[src/rtl/mem_wb_writeback.sv]
// MEM/WB pipeline latch with load alignment/extension, write-back register file
// (write-first bypass on both read ports) and a retired-instruction counter.
module mem_wb_writeback #(
  parameter int unsigned DATA_W = 32,
  parameter int unsigned REG_N  = 32
) (
  input  logic              clk,
  input  logic              reset,
  input  logic              stall,
  input  logic              flush,
  input  logic              RegWrite,
  input  logic              MemtoReg,
  input  logic [2:0]        LoadSize,
  input  logic [DATA_W-1:0] ReadData,
  input  logic [DATA_W-1:0] Result,
  input  logic [4:0]        WriteReg,
  input  logic [4:0]        rs_addr,
  input  logic [4:0]        rt_addr,
  output logic [DATA_W-1:0] rs_data,
  output logic [DATA_W-1:0] rt_data,
  output logic              wb_valid,
  output logic [4:0]        wb_reg,
  output logic [DATA_W-1:0] wb_data,
  output logic              align_err,
  output logic [31:0]       retired
);

  localparam logic [2:0] LdW  = 3'b000;
  localparam logic [2:0] LdH  = 3'b001;
  localparam logic [2:0] LdHu = 3'b010;
  localparam logic [2:0] LdB  = 3'b011;
  localparam logic [2:0] LdBu = 3'b100;

  typedef struct packed {
    logic              valid;
    logic              reg_write;
    logic              mem_to_reg;
    logic [2:0]        load_size;
    logic [DATA_W-1:0] read_data;
    logic [DATA_W-1:0] result;
    logic [4:0]        write_reg;
  } latch_t;

  latch_t            latch_q, latch_d;
  logic              committed_q, committed_d;
  logic [31:0]       retired_q, retired_d;
  logic [DATA_W-1:0] regs_q [REG_N];
  logic [DATA_W-1:0] regs_d [REG_N];

  logic [1:0]        off;
  logic [7:0]        ld_byte;
  logic [15:0]       ld_half;
  logic [DATA_W-1:0] ld_ext;
  logic              is_half, is_byte, is_word;
  logic              commit, reg_we;

  // Latch next state: flush beats stall; a held entry remembers it already committed.
  always_comb begin
    latch_d     = latch_q;
    committed_d = committed_q;
    if (flush) begin
      latch_d     = '0;
      committed_d = 1'b0;
    end else if (stall) begin
      committed_d = committed_q | latch_q.valid;
    end else begin
      latch_d.valid      = 1'b1;
      latch_d.reg_write  = RegWrite;
      latch_d.mem_to_reg = MemtoReg;
      latch_d.load_size  = LoadSize;
      latch_d.read_data  = ReadData;
      latch_d.result     = Result;
      latch_d.write_reg  = WriteReg;
      committed_d        = 1'b0;
    end
  end

  // Little-endian lane select; halfwords are picked by address bit 1.
  always_comb begin
    off     = latch_q.result[1:0];
    ld_byte = latch_q.read_data[{off, 3'b000} +: 8];
    ld_half = latch_q.read_data[{off[1], 4'b0000} +: 16];
    is_half = (latch_q.load_size == LdH) || (latch_q.load_size == LdHu);
    is_byte = (latch_q.load_size == LdB) || (latch_q.load_size == LdBu);
    is_word = ~is_half & ~is_byte;
    case (latch_q.load_size)
      LdH:     ld_ext = {{(DATA_W-16){ld_half[15]}}, ld_half};
      LdHu:    ld_ext = {{(DATA_W-16){1'b0}}, ld_half};
      LdB:     ld_ext = {{(DATA_W-8){ld_byte[7]}}, ld_byte};
      LdBu:    ld_ext = {{(DATA_W-8){1'b0}}, ld_byte};
      default: ld_ext = latch_q.read_data;
    endcase
  end

  always_comb begin
    align_err = latch_q.valid & latch_q.mem_to_reg &
                ((is_word & (off != 2'b00)) | (is_half & off[0]));
    wb_data   = latch_q.mem_to_reg ? ld_ext : latch_q.result;
    wb_reg    = latch_q.write_reg;
    wb_valid  = latch_q.valid & latch_q.reg_write & (latch_q.write_reg != 5'd0) & ~align_err;
    commit    = latch_q.valid & ~committed_q;
    reg_we    = wb_valid & ~committed_q;
    retired   = retired_q;
  end

  always_comb begin
    retired_d = retired_q + {31'b0, commit};
    regs_d    = regs_q;
    if (reg_we) regs_d[wb_reg] = wb_data;
    regs_d[0] = '0;
  end

  // Combinational reads with write-first bypass from the write-back stage.
  always_comb begin
    if (rs_addr == 5'd0)                     rs_data = '0;
    else if (wb_valid && rs_addr == wb_reg)  rs_data = wb_data;
    else                                     rs_data = regs_q[rs_addr];
    if (rt_addr == 5'd0)                     rt_data = '0;
    else if (wb_valid && rt_addr == wb_reg)  rt_data = wb_data;
    else                                     rt_data = regs_q[rt_addr];
  end

  always_ff @(posedge clk) begin
    if (reset) begin
      latch_q     <= '0;
      committed_q <= 1'b0;
      retired_q   <= '0;
      regs_q      <= '{default: '0};
    end else begin
      latch_q     <= latch_d;
      committed_q <= committed_d;
      retired_q   <= retired_d;
      regs_q      <= regs_d;
    end
  end

endmodule

[config.mk]
export PLATFORM = sky130hd
export DESIGN_NAME = mem_wb_writeback
export DESIGN_NICKNAME = d
export VERILOG_FILES = /design/src/rtl/mem_wb_writeback.sv
export SDC_FILE = /design/constraint.sdc
export NUM_CORES = 2
export LEC_CHECK = 0
export BUFFER_PORTS_ARGS = -buffer_cell sky130_fd_sc_hd__buf_2
export CAP_MARGIN = 40
export CELL_PAD_IN_SITES_DETAIL_PLACEMENT = 0
export CELL_PAD_IN_SITES_GLOBAL_PLACEMENT = 1
export CORE_UTILIZATION = 35
export CTS_BUF_LIST = sky130_fd_sc_hd__clkbuf_8
export DETAILED_ROUTE_END_ITERATION = 6
export PLACE_DENSITY = 0.7
export SYNTH_ARGS = -nofsm -noshare
export SYNTH_HDL_FRONTEND = slang
export SYNTH_SLANG_ARGS = --single-unit
[constraint.sdc]
create_clock -name clk -period 5 [get_ports clk]
set_input_delay 0 -clock clk [delete_from_list [all_inputs] [get_ports clk]]
set_output_delay 0 -clock clk [all_outputs]
set_load 0.005 [all_outputs]
==> flow_summary_export.csv <==
group,metric,value,unit
status,status,"complete, no violations",
timing,max_freq,225,MHz
global_routing,gr-total-overflow,0,
synth,netlist_instances,5470,
layout,ff_latch_area,0.0220,mm^2
placement,pre_cts_ws,1340,ps
layout,post-route-util,0.412,
timing,setup-violations-final,0,
layout,drive_gt1_frac,0.230,
synth,synth_area_leader_cell,"dfxtp_1",
synth,ys_types,69,
worst_setup_path,worst-r2r-cell-count,8,
clocking,clkSinkCount,1100,
global_routing,grt_util_all_layers,0.256,
worst_setup_path,crit_slowest_cell,"dfxtp_1",
timing,setup_tns,0,ps
drt,vias,47572,
power,p_leak,22.1,nW
clocking,tritoncts,"yes",
global_routing,grt_pass1_wl,313000,um
die,initial_utilization,0.353,
synth,netlist_top_cells_area,"dfxtp_1 39%, mux4_2 18%, a211oi_1 7.9%",
layout,largest_register_ffs,992,
timing,slew_headroom,0.373,
worst_setup_path,cp_cell_sequence,"or2_1 -> nand2_1 -> o31ai_4 -> buf_4 -> a2bb2oi_4 -> buf_4 -> mux2i_1 -> buf_2",
synth,synth_area_per_cell,10.3,um^2
layout,nets,5698,
clocking,cts_root_buffer,"clkbuf_8",
worst_setup_path,regToRegStartpoint,"latch_q[70]",
drt,via_per_inst,6.07,
min_path,hold_path_class,"input pin to flop",
clocking,clk_latency,980,ps
synth,postSynthNetCount,5560,
min_path,whs_path_depth,4,
worst_setup_path,critPathRequiredTime,5000,ps
timing,maxSlewViolCount,0,
clocking,clockBufferDepth,3,
layout,multi_input_area,0.0317,mm^2
layout,fill_cells,15125,
synth,ys_seq_area_frac,0.392,
placement,portBuffers,222,
worst_setup_path,worst-setup-path-type,"flop to output pin",
flow_run,drv_cap,0,
worst_setup_path,cp-start-kind,"flop",
global_routing,grt_max_degree,171,
clocking,postCtsHoldBufs,183,
drt,drtAntennaViolNets,0,
worst_setup_path,end_kind,"output pin",
placement,gp_congestion,0.889,
layout,area_growth,16.7,%
synth,async_flop_share,0,
min_path,holdCritStartpoint,"flush",
clocking,postCtsSetupRepairBufs,0,
die,die_y,402,um
drt,routedWlPerCell,27.2,um
global_routing,antenna_found_initial,7,
timing,layout_setup_ws,551,ps
layout,top_register,"regs_q",
synth,synth_top_cell_area_share,0.392,
worst_setup_path,slowest_delay,680,ps
die,die_area,0.162,mm^2
power,vdd_drop_max,0.283,mV
worst_setup_path,cp.arrival,4450,ps
timing,timing.final.crit_share,0.890,
global_routing,grt_pass1_vias,45287,
synth,synth_edf_count,0,
die,row_count,146,
synth,synth_area,0.0561,mm^2
timing,period_needed,4450,ps
timing,clock_skew,78.8,ps
timing,rsz0062_at_grt,"no",
worst_setup_path,rrSetupSlack,1470,ps
worst_setup_path,path_common_cell,"buf_4",
timing,worst_pin_slew,941,ps
drt,dr.pass1.iters,6,
synth,synth_seq_cells,1100,
worst_setup_path,path_max_fanout,24,
clocking,htree_num_levels,4,
clocking,cts_buffers,191,
die,fp.coreArea,0.159,mm^2
synth,synth_common_cells,"1,100 x dfxtp_1, 848 x nor2_1, 590 x a211oi_1",
power,power_density,295,mW/mm^2
placement,place_area,0.0596,mm^2
clocking,path_clk_slew,70,ps
timing,hold_viol,0,
synth,synth_flop_cell,"dfxtp_1",
drt,drc,0,
timing,whs,50.3,ps
synth,synth_most_common_cell,"dfxtp_1",
worst_setup_path,r2r_end,"regs_q[848]",
drt,drtIter0Drc,5328,
placement,dp_hpwl,136000,um
layout,stdcell_area,0.0655,mm^2
clocking,ctsResizeCount,0,
min_path,min_to,"latch_q[74]",
die,die_width,402,um
synth,yosysWarnings,0,
drt,drt_wl_total,213000,um
die,io_pins,223,
## routing by layer
metal,GRT usage,share of wire
met3,0.0559,0.096
met4,0.0779,0.028
met5,0,0.00015
met1,0.364,0.43
met2,0.385,0.44
## cells by family after synthesis
| kind of cell | after synthesis | share of synthesized area |
|---|---|---|
| DFF | 1100 | 0.392 |
| and+or+nand+nor | 1455 | 0.122 |
| buffers and inverters | 716 | 0.0526 |
| adders and majority gates | 3 | 0.000624 |
| muxes | 784 | 0.242 |
| AOI/OAI and AO/OA | 1381 | 0.185 |
| xor gates and xnor gates | 31 | 0.00484 |
## worst max-delay path: cells and delay by family (launching register included)
family                 cells  cell delay (ps)
AOI/OAI and AO/OA          2              900
DFF                        1              680
and+or+nand+nor            2              620
buffers and inverters      3             1040
muxes                      1              250
## cell usage in the layout, fill, tap and decap left out, drive strengths merged, types with 23 or more instances in the layout
master,count
a22o,30
a211oi,598
or3,23
o21ai,60
nand2,37
nor3,52
mux2,77
a2111oi,24
a221oi,60
nand2b,388
buf,420
o22a,27
inv,136
mux2i,256
mux4,451
o22ai,431
a21oi,66
dfxtp,1100
dlygate4sd3,183
nor2,849
clkbuf,250
## metrics by stage
stage	cells	power, mW
floorplan	5470	9.96
global placement	7278	10.6
detailed placement	7303	10.7
CTS	7833	19.4
global route	7835	19.9
finish	7840	19.3
## power breakdown
| group | total [mW] | switching [mW] | internal [mW] | leakage (nW) |
|---|---|---|---|---|
| combinational | 1.80 | 1.14 | 0.651 | 10.9 |
| clock | 8.67 | 4.04 | 4.63 | 2.33 |
| sequential | 8.82 | 0.0349 | 8.79 | 8.86 |
## area by class of cell
class / count / area share
clock inverters: 97 / 0.00845
well taps: 2072 / 0.0396
repair buffers: 603 / 0.0761
flip-flops and latches: 1100 / 0.336
clock buffers: 250 / 0.0525
diodes: 6 / 0.000229
multi-input cells: 3654 / 0.483
inverters: 58 / 0.00332
## worst max path at each step
stage	startpoint	end	slack, ps	depth (start not counted)
floorplan	latch_q[74]	retired[28]	2630	8
global placement	latch_q[70]	regs_q[684]	1030	6
detailed placement	latch_q[70]	regs_q[848]	1340	7
CTS	latch_q[70]	rt_data[28]	520	8
global route	latch_q[70]	rt_data[28]	430	8
finish	latch_q[70]	rt_data[28]	550	8
Note: power is estimated with default switching activity, not from simulation.
